[config.mk]
export PLATFORM = sky130hd
export DESIGN_NAME = sync_ram_ctrl
export DESIGN_NICKNAME = d
export VERILOG_FILES = /design/src/rtl/sync_ram_ctrl.sv
export SDC_FILE = /design/constraint.sdc
export NUM_CORES = 1
export LEC_CHECK = 0
export ABC_AREA = 1
export CAP_MARGIN = 10
export CELL_PAD_IN_SITES_DETAIL_PLACEMENT = 1
export CELL_PAD_IN_SITES_GLOBAL_PLACEMENT = 1
export CORE_MARGIN = 2
export CORE_UTILIZATION = 48
export CTS_CLUSTER_DIAMETER = 30
export CTS_CLUSTER_SIZE = 40
export DETAILED_ROUTE_END_ITERATION = 12
export HOLD_SLACK_MARGIN = 0.12
export PLACE_DENSITY = 0.88
export SLEW_MARGIN = 5
export SYNTH_ARGS = -nofsm -noshare
export SYNTH_HDL_FRONTEND = slang
export SYNTH_SLANG_ARGS = --single-unit
[constraint.sdc]
create_clock -name clk -period 2 [get_ports clk]
set_input_delay 0.4 -clock clk [delete_from_list [all_inputs] [get_ports clk]]
set_output_delay 0.4 -clock clk [all_outputs]
set_load 0.03 [all_outputs]
[src/rtl/sync_ram_ctrl.sv]
// sync_ram_ctrl: single-port synchronous RAM behind a valid/ready request
// channel, with a registered one-cycle response and optional clear-on-reset.
module sync_ram_ctrl #(
  parameter int DATA_WIDTH    = 8,
  parameter int ADDR_WIDTH    = 4,
  parameter int DEPTH         = 16,
  parameter bit INIT_ON_RESET = 1'b1
) (
  input  logic                  clk,
  input  logic                  rst_n,
  input  logic                  req_valid,
  output logic                  req_ready,
  input  logic                  req_write,
  input  logic [ADDR_WIDTH-1:0] req_addr,
  input  logic [DATA_WIDTH-1:0] req_wdata,
  output logic                  rsp_valid,
  output logic [DATA_WIDTH-1:0] rsp_rdata,
  output logic                  rsp_err,
  output logic                  init_busy
);

  typedef enum logic {
    INIT = 1'b0,
    IDLE = 1'b1
  } state_t;

  localparam state_t RST_STATE = INIT_ON_RESET ? INIT : IDLE;

  localparam logic [ADDR_WIDTH:0] DEPTH_W =
    (ADDR_WIDTH+1)'(DEPTH);
  localparam logic [ADDR_WIDTH-1:0] LAST =
    ADDR_WIDTH'(DEPTH - 1);

  logic [DATA_WIDTH-1:0] mem [DEPTH];

  state_t                state_q;
  state_t                state_d;
  logic [ADDR_WIDTH-1:0] cnt_q;
  logic                  init_we;
  logic                  accept;
  logic                  in_range;
  logic                  wr_en;
  logic [DATA_WIDTH-1:0] rdata_d;
  logic                  err_d;

  assign accept   = req_valid && req_ready;
  assign in_range = {1'b0, req_addr} < DEPTH_W;
  assign wr_en    = accept && req_write && in_range;

  // State register.
  always_ff @(posedge clk or negedge rst_n) begin
    if (!rst_n) state_q <= RST_STATE;
    else        state_q <= state_d;
  end

  // Next state and handshake outputs, decoded from the state register only.
  always_comb begin
    state_d   = state_q;
    req_ready = 1'b0;
    init_busy = 1'b0;
    init_we   = 1'b0;
    unique case (state_q)
      INIT: begin
        init_busy = 1'b1;
        init_we   = 1'b1;
        // Exit on the last-word compare, not on counter wrap.
        if (cnt_q == LAST) state_d = IDLE;
      end
      IDLE: begin
        req_ready = 1'b1;
      end
      default: state_d = RST_STATE;
    endcase
  end

  // Clear-sequence address counter.
  always_ff @(posedge clk or negedge rst_n) begin
    if (!rst_n)       cnt_q <= '0;
    else if (init_we) cnt_q <= cnt_q + 1'b1;
  end

  // Array write port: clear sequence or accepted in-range write.
  always_ff @(posedge clk) begin
    if (init_we)    mem[cnt_q]    <= '0;
    else if (wr_en) mem[req_addr] <= req_wdata;
  end

  // Response payload: read data only for in-range reads.
  always_comb begin
    rdata_d = '0;
    err_d   = 1'b0;
    if (accept) begin
      if (!in_range)      err_d   = 1'b1;
      else if (!req_write) rdata_d = mem[req_addr];
    end
  end

  // Registered response channel.
  always_ff @(posedge clk or negedge rst_n) begin
    if (!rst_n) begin
      rsp_valid <= 1'b0;
      rsp_rdata <= '0;
      rsp_err   <= 1'b0;
    end else begin
      rsp_valid <= accept;
      rsp_rdata <= rdata_d;
      rsp_err   <= err_d;
    end
  end

endmodule

# After elaboration in Yosys (flattened, before gate mapping)
# Memory sizes are Yosys's and may differ from the RTL's.
# Index checks and enable logic that the tools add are counted.
[word_totals] regBits=14 ram_bits=128 input_bits=16 output_inout_bits=12 wordCells=22 mem_count=1
[mem_list] memory="mem" depth=16 width=8 read_ports=1 rd_clocked_by_memory_dff=0 wr=1 line_no="34" text="logic [DATA_WIDTH-1:0] mem [DEPTH];"
[classes] n_addsub=1 n_eq_ne=1 muxes=12 n_reduce_logical=3
[op_table] operator="two-way mux 8 bit" n=3
[op_table] operator="two-way mux 1 bit" n=8
[op_table] operator="OR reduction 8 bit" n=1
[op_table] operator="adder 4 x 1 -> 4 bit, second input constant" n=1
[op_table] operator="== test 4 bit, second input constant" n=1
[op_table] operator="two-way mux 4 bit" n=1
[op_table] operator="logical AND 1 bit" n=2

# Logic depth before layout (Yosys ltp)
[depth] ltp_word=8 ltp_mapped=9 depth_no_buf=8

# Least setup slack after synthesis
# OpenSTA, ideal clock, no wires.
[synth_path] kind="register -> register" start="reg state_q" end="mem mem[13][0], enable pin" setup_ns=0.370 t_arrival_ns=1.584 t_required_ns=1.630 slack_ns=0.046 stages_incl_launch_ff=10 synth_period_minus_slack_ns=1.954 cell_sequence="dfrtp_1 > nand2_2 > clkinv_2 > nand2_4 > buf_6 > nand2_2 > o21ai_2 > inv_2 > nand2_1 > nor2_1"
[synth_via] elab_chain_len=8 word_cells_on_any_way=10
[synth_lines] element="start, declared" line_no="36" text="state_t state_q;"
[synth_lines] element="start signal, assigned" line_no="53" text="else state_q <= state_d;"
[synth_lines] element="two-way mux 1 bit *" line_no="62" text="unique case (state_q)"
[synth_lines] element="logical AND 1 bit *" line_no="46" text="assign accept = req_valid && req_ready;"
[synth_lines] element="named net accept" line_no="40" text="logic accept;"
[synth_lines] element="logical AND 1 bit *" line_no="48" text="assign wr_en = accept && req_write && in_range;"
[synth_lines] element="two-way mux 1 bit *" line_no="85" text="else if (wr_en) mem[req_addr] <= req_wdata;"
[synth_lines] element="two-way mux 1 bit *" line_no="84" text="if (init_we) mem[cnt_q] <= '0;"
[synth_lines] element="two-way mux 1 bit (implied by the code) *" line_no="85"
[synth_lines] element="OR reduction 8 bit (no line)"
[synth_lines] element="two-way mux 4 bit (no line) or two-way mux 1 bit (tied branches)"
[synth_lines] element="end, declared" line_no="34"
# Mark *: on every way through the listed nets, which the timed path passes. The rest lies on a longest branch.

# Worst setup path after layout
[layout_path] start="reg state_q" end="mem mem[2][2], enable pin"
# The elaborated chain is that of the path after synthesis.

==> reports/results.tsv <==
metric	value	unit
status	finished, final reports clean	
area_growth	21.47	%
post-route-cell-area	7390	um^2
setup_total_negative_slack	0	ns
setup_viol_count_final	0	
antenna_left	0	
yosys.area.top_type_share	63.18	%
place_hpwl	11.10	mm
yosysUniqueCellTypes	25	
route.detailed.vias_per_inst	5.339	
die-width	116.6	um
internal_power	5427	uW
fin_total_pwr	6876	uW
power.density	930.5	nW/um^2
timing_max_transition_violations_final	0	
synth_seq_cells	142	
global_route.usage.total	27.66	%
initial_utilization	48.60	%
max_clock_freq	506.6	MHz
critical_path_peak_fanout	10	
timing.max_cap.violations	0	
layout_commonest_cell	sky130_fd_sc_hd__nand2_1	
layout_common_cells	sky130_fd_sc_hd__nand2_1, sky130_fd_sc_hd__edfxtp_1, sky130_fd_sc_hd__nand3_1, sky130_fd_sc_hd__inv_1, sky130_fd_sc_hd__buf_4	
syn-num-nets	607	
clock_power_share	46.8	%
timing.max_slew.rel_slack	55.71	%
timing.critical_path.to_type	register	
port-buffer-count	26	
power_frac_comb	6.1	%
drtPass1Iterations	5	
cts-htree-levels	4	
overflow	0	
fin_skew	0.01334	ns
critPathRequiredTime	2.18	ns
timing.critical_path.cells	nand2_2, clkinv_2, nand2_4, nand2_1, o21ai_1, inv_1, nand2_1, nor2_1, buf_4	
worst_setup_hold_path_clk_slew	0.06	ns
number_of_global_route_vias_before_repair	4704	
timing.critical_path.slowest_cell_delay	0.46	ns
timing.final.crit_period	1.974	ns
antenna_found_initial	0	
hold_violation_total_from_the_final_report	0	
synthTopCellsByArea	sky130_fd_sc_hd__edfxtp_1, sky130_fd_sc_hd__nand2_1, sky130_fd_sc_hd__nand3_1	
netSwitchingPower	1449	uW
critPathArrivalTime	2.15	ns
crit_path_top_delay_cell	sky130_fd_sc_hd__dfrtp_2	
clk_path_buf_depth	2	
synth_warnings	0	
n_diodes	0	
fin_crit_share	98.69	%
rsz0062_at_grt	true	
die-height	116.6	um
cts_tree	yes	
start_kind	register	
fin_nets	658	
ys_seq_area_share	68.94	%
num_io_pins	28	
vdd.ir_drop.worst	608.0	uV
synthesis.area	6083	um^2
design.die.area	13590	um^2
drt_iter0_drc	502	
drive_gt1_share	11.31	%
critical_path_class	register to register	
grt_start_max_net_pins	65	
p_sw_share	21.07	%
power.share.sequential	47.1	%
p_leak	0.003206	uW
synth_area_leader_cell	sky130_fd_sc_hd__edfxtp_1	
cts_hold_buffers	0	
route.detailed.wl_per_inst	21.31	um
post_synth_inst_count	590	
routed_wl	17.61	mm
core_area	12520	um^2
cts_made_buffers	17	
hold_class	primary input to async pin	
clk_root_buffer_cell	sky130_fd_sc_hd__clkbuf_16	
worstMarginPinSlew	0.6622	ns
clock_sink_count	142	
routabilityCongestion	0.8695	
drc	0	
fin_hold_ws	0.3740	ns
cp_num_buf_inv	3	
syn_avg_cell_area	10.31	um^2
placement_rows	41	
timing.critical_path.mode_cell	sky130_fd_sc_hd__nand2_1	
clkLatencyLatePin	0.43	ns
grt_pass1_wl	26.32	mm
dpl-instance-area	6777	um^2
top_family_by_delay_on_critical_path	simple AND/OR/NAND/NOR gates	
via_count	4410	
## sequential cells by signal (all words and copies together), names as in the netlist
| name | cells |
|---|---|
| cnt_q | 4 |
| mem | 128 |
| rsp_rdata | 8 |
| rsp_valid | 1 |
| state_q | 1 |
## routing by layer
metal	up-vias	routed length [um]	global-route usage, %
li1	2008	-	-
met1	2152	6954	32.98
met2	188	8701	45.27
met3	62	1131	7.161
met4	0	817	16.78
met5	-	0	0
## power by group through the flow
stage          combinational [uW]  sequential, uW  clock, uW
6_report                      419            3240       3220
5_1_grt                       448            3240       3360
4_1_cts                       413            3240       3260
3_5_place_dp                  401            3300          0
3_3_place_gp                  384            3300          0
2_1_floorplan                 202            3320          0
## worst register-to-register path, cell delays in order (launching register included)
cell                       delay, ns
sky130_fd_sc_hd__dfrtp_2        0.46
sky130_fd_sc_hd__nand2_2        0.09
sky130_fd_sc_hd__clkinv_2       0.07
sky130_fd_sc_hd__nand2_4        0.13
sky130_fd_sc_hd__nand2_1        0.09
sky130_fd_sc_hd__o21ai_1        0.19
sky130_fd_sc_hd__inv_1          0.14
sky130_fd_sc_hd__nand2_1        0.24
sky130_fd_sc_hd__nor2_1         0.12
sky130_fd_sc_hd__buf_4          0.20
## area by class of cell
| type | count | area [um^2] |
|---|---|---|
| multi-input cells | 336 | 1440 |
| well taps | 172 | 215.2 |
| clock buffers | 17 | 425.4 |
| clock inverters | 15 | 176.4 |
| flip-flops and latches | 142 | 4195 |
| fillers | 1362 | 5127 |
| repair buffers | 60 | 620.6 |
| inverters | 84 | 316.6 |
## worst paths after layout
path / start / end / slack [ns] / cells past startpoint
worst max-delay path: state_q$_DFF_PN0_ / mem[2][2]$_DFFE_PP_ / 0.03 / 9
worst min-delay path: rst_n / rsp_rdata[7]$_DFF_PN0_ / 0.37 / 1
worst max register to register: state_q$_DFF_PN0_ / mem[2][2]$_DFFE_PP_ / 0.03 / 9
worst min register to register: cnt_q[0]$_DFFE_PN0N_ / cnt_q[0]$_DFFE_PN0N_ / 0.57 / 1
max in group asynchronous: rst_n / state_q$_DFF_PN0_ / 1.16 / 1
min in group clk: cnt_q[0]$_DFFE_PN0N_ / cnt_q[0]$_DFFE_PN0N_ / 0.57 / 1
## cells in the mapped netlist (all sizes together)
cell type	instances
nand4	1
conb	1
inv	82
ha	1
a21oi	8
o21ai	4
nand3	85
xnor2	1
buf	22
edfxtp	128
nand2	208
clkinv	2
or2	1
nor2	24
xor2	2
dfrtp	14
clkbuf	6
## cells by family after synthesis
| family | share of synthesized area (%) |
|---|---|
| XOR/XNOR | 0.4320 |
| flip-flops | 68.94 |
| buffers and inverters | 7.589 |
| AND/OR/NAND/NOR | 21.72 |
| other | 0.06164 |
| adder cells (fa/ha/maj) | 0.2056 |
| AO/OA/AOI/OAI | 1.049 |
## through the flow
stage                     setup WS, ns  cells  utilization, %
after detailed placement       -0.2889    794           54.14
final                          0.02623    826           59.04
after global routing          -0.05729    826           59.04
after floorplan                0.04600    590               -
after CTS                    0.0003435    826           58.94
after global placement         -0.1912    794           54.14
## what timing repair did
item | CTS | global route
endpoints found under the setup margin | 31 | 119
resized for setup | 3 | 3
setup buffers | 0 | 0
gates cloned | 0 | 0
(Power assumes the default switching activity.)
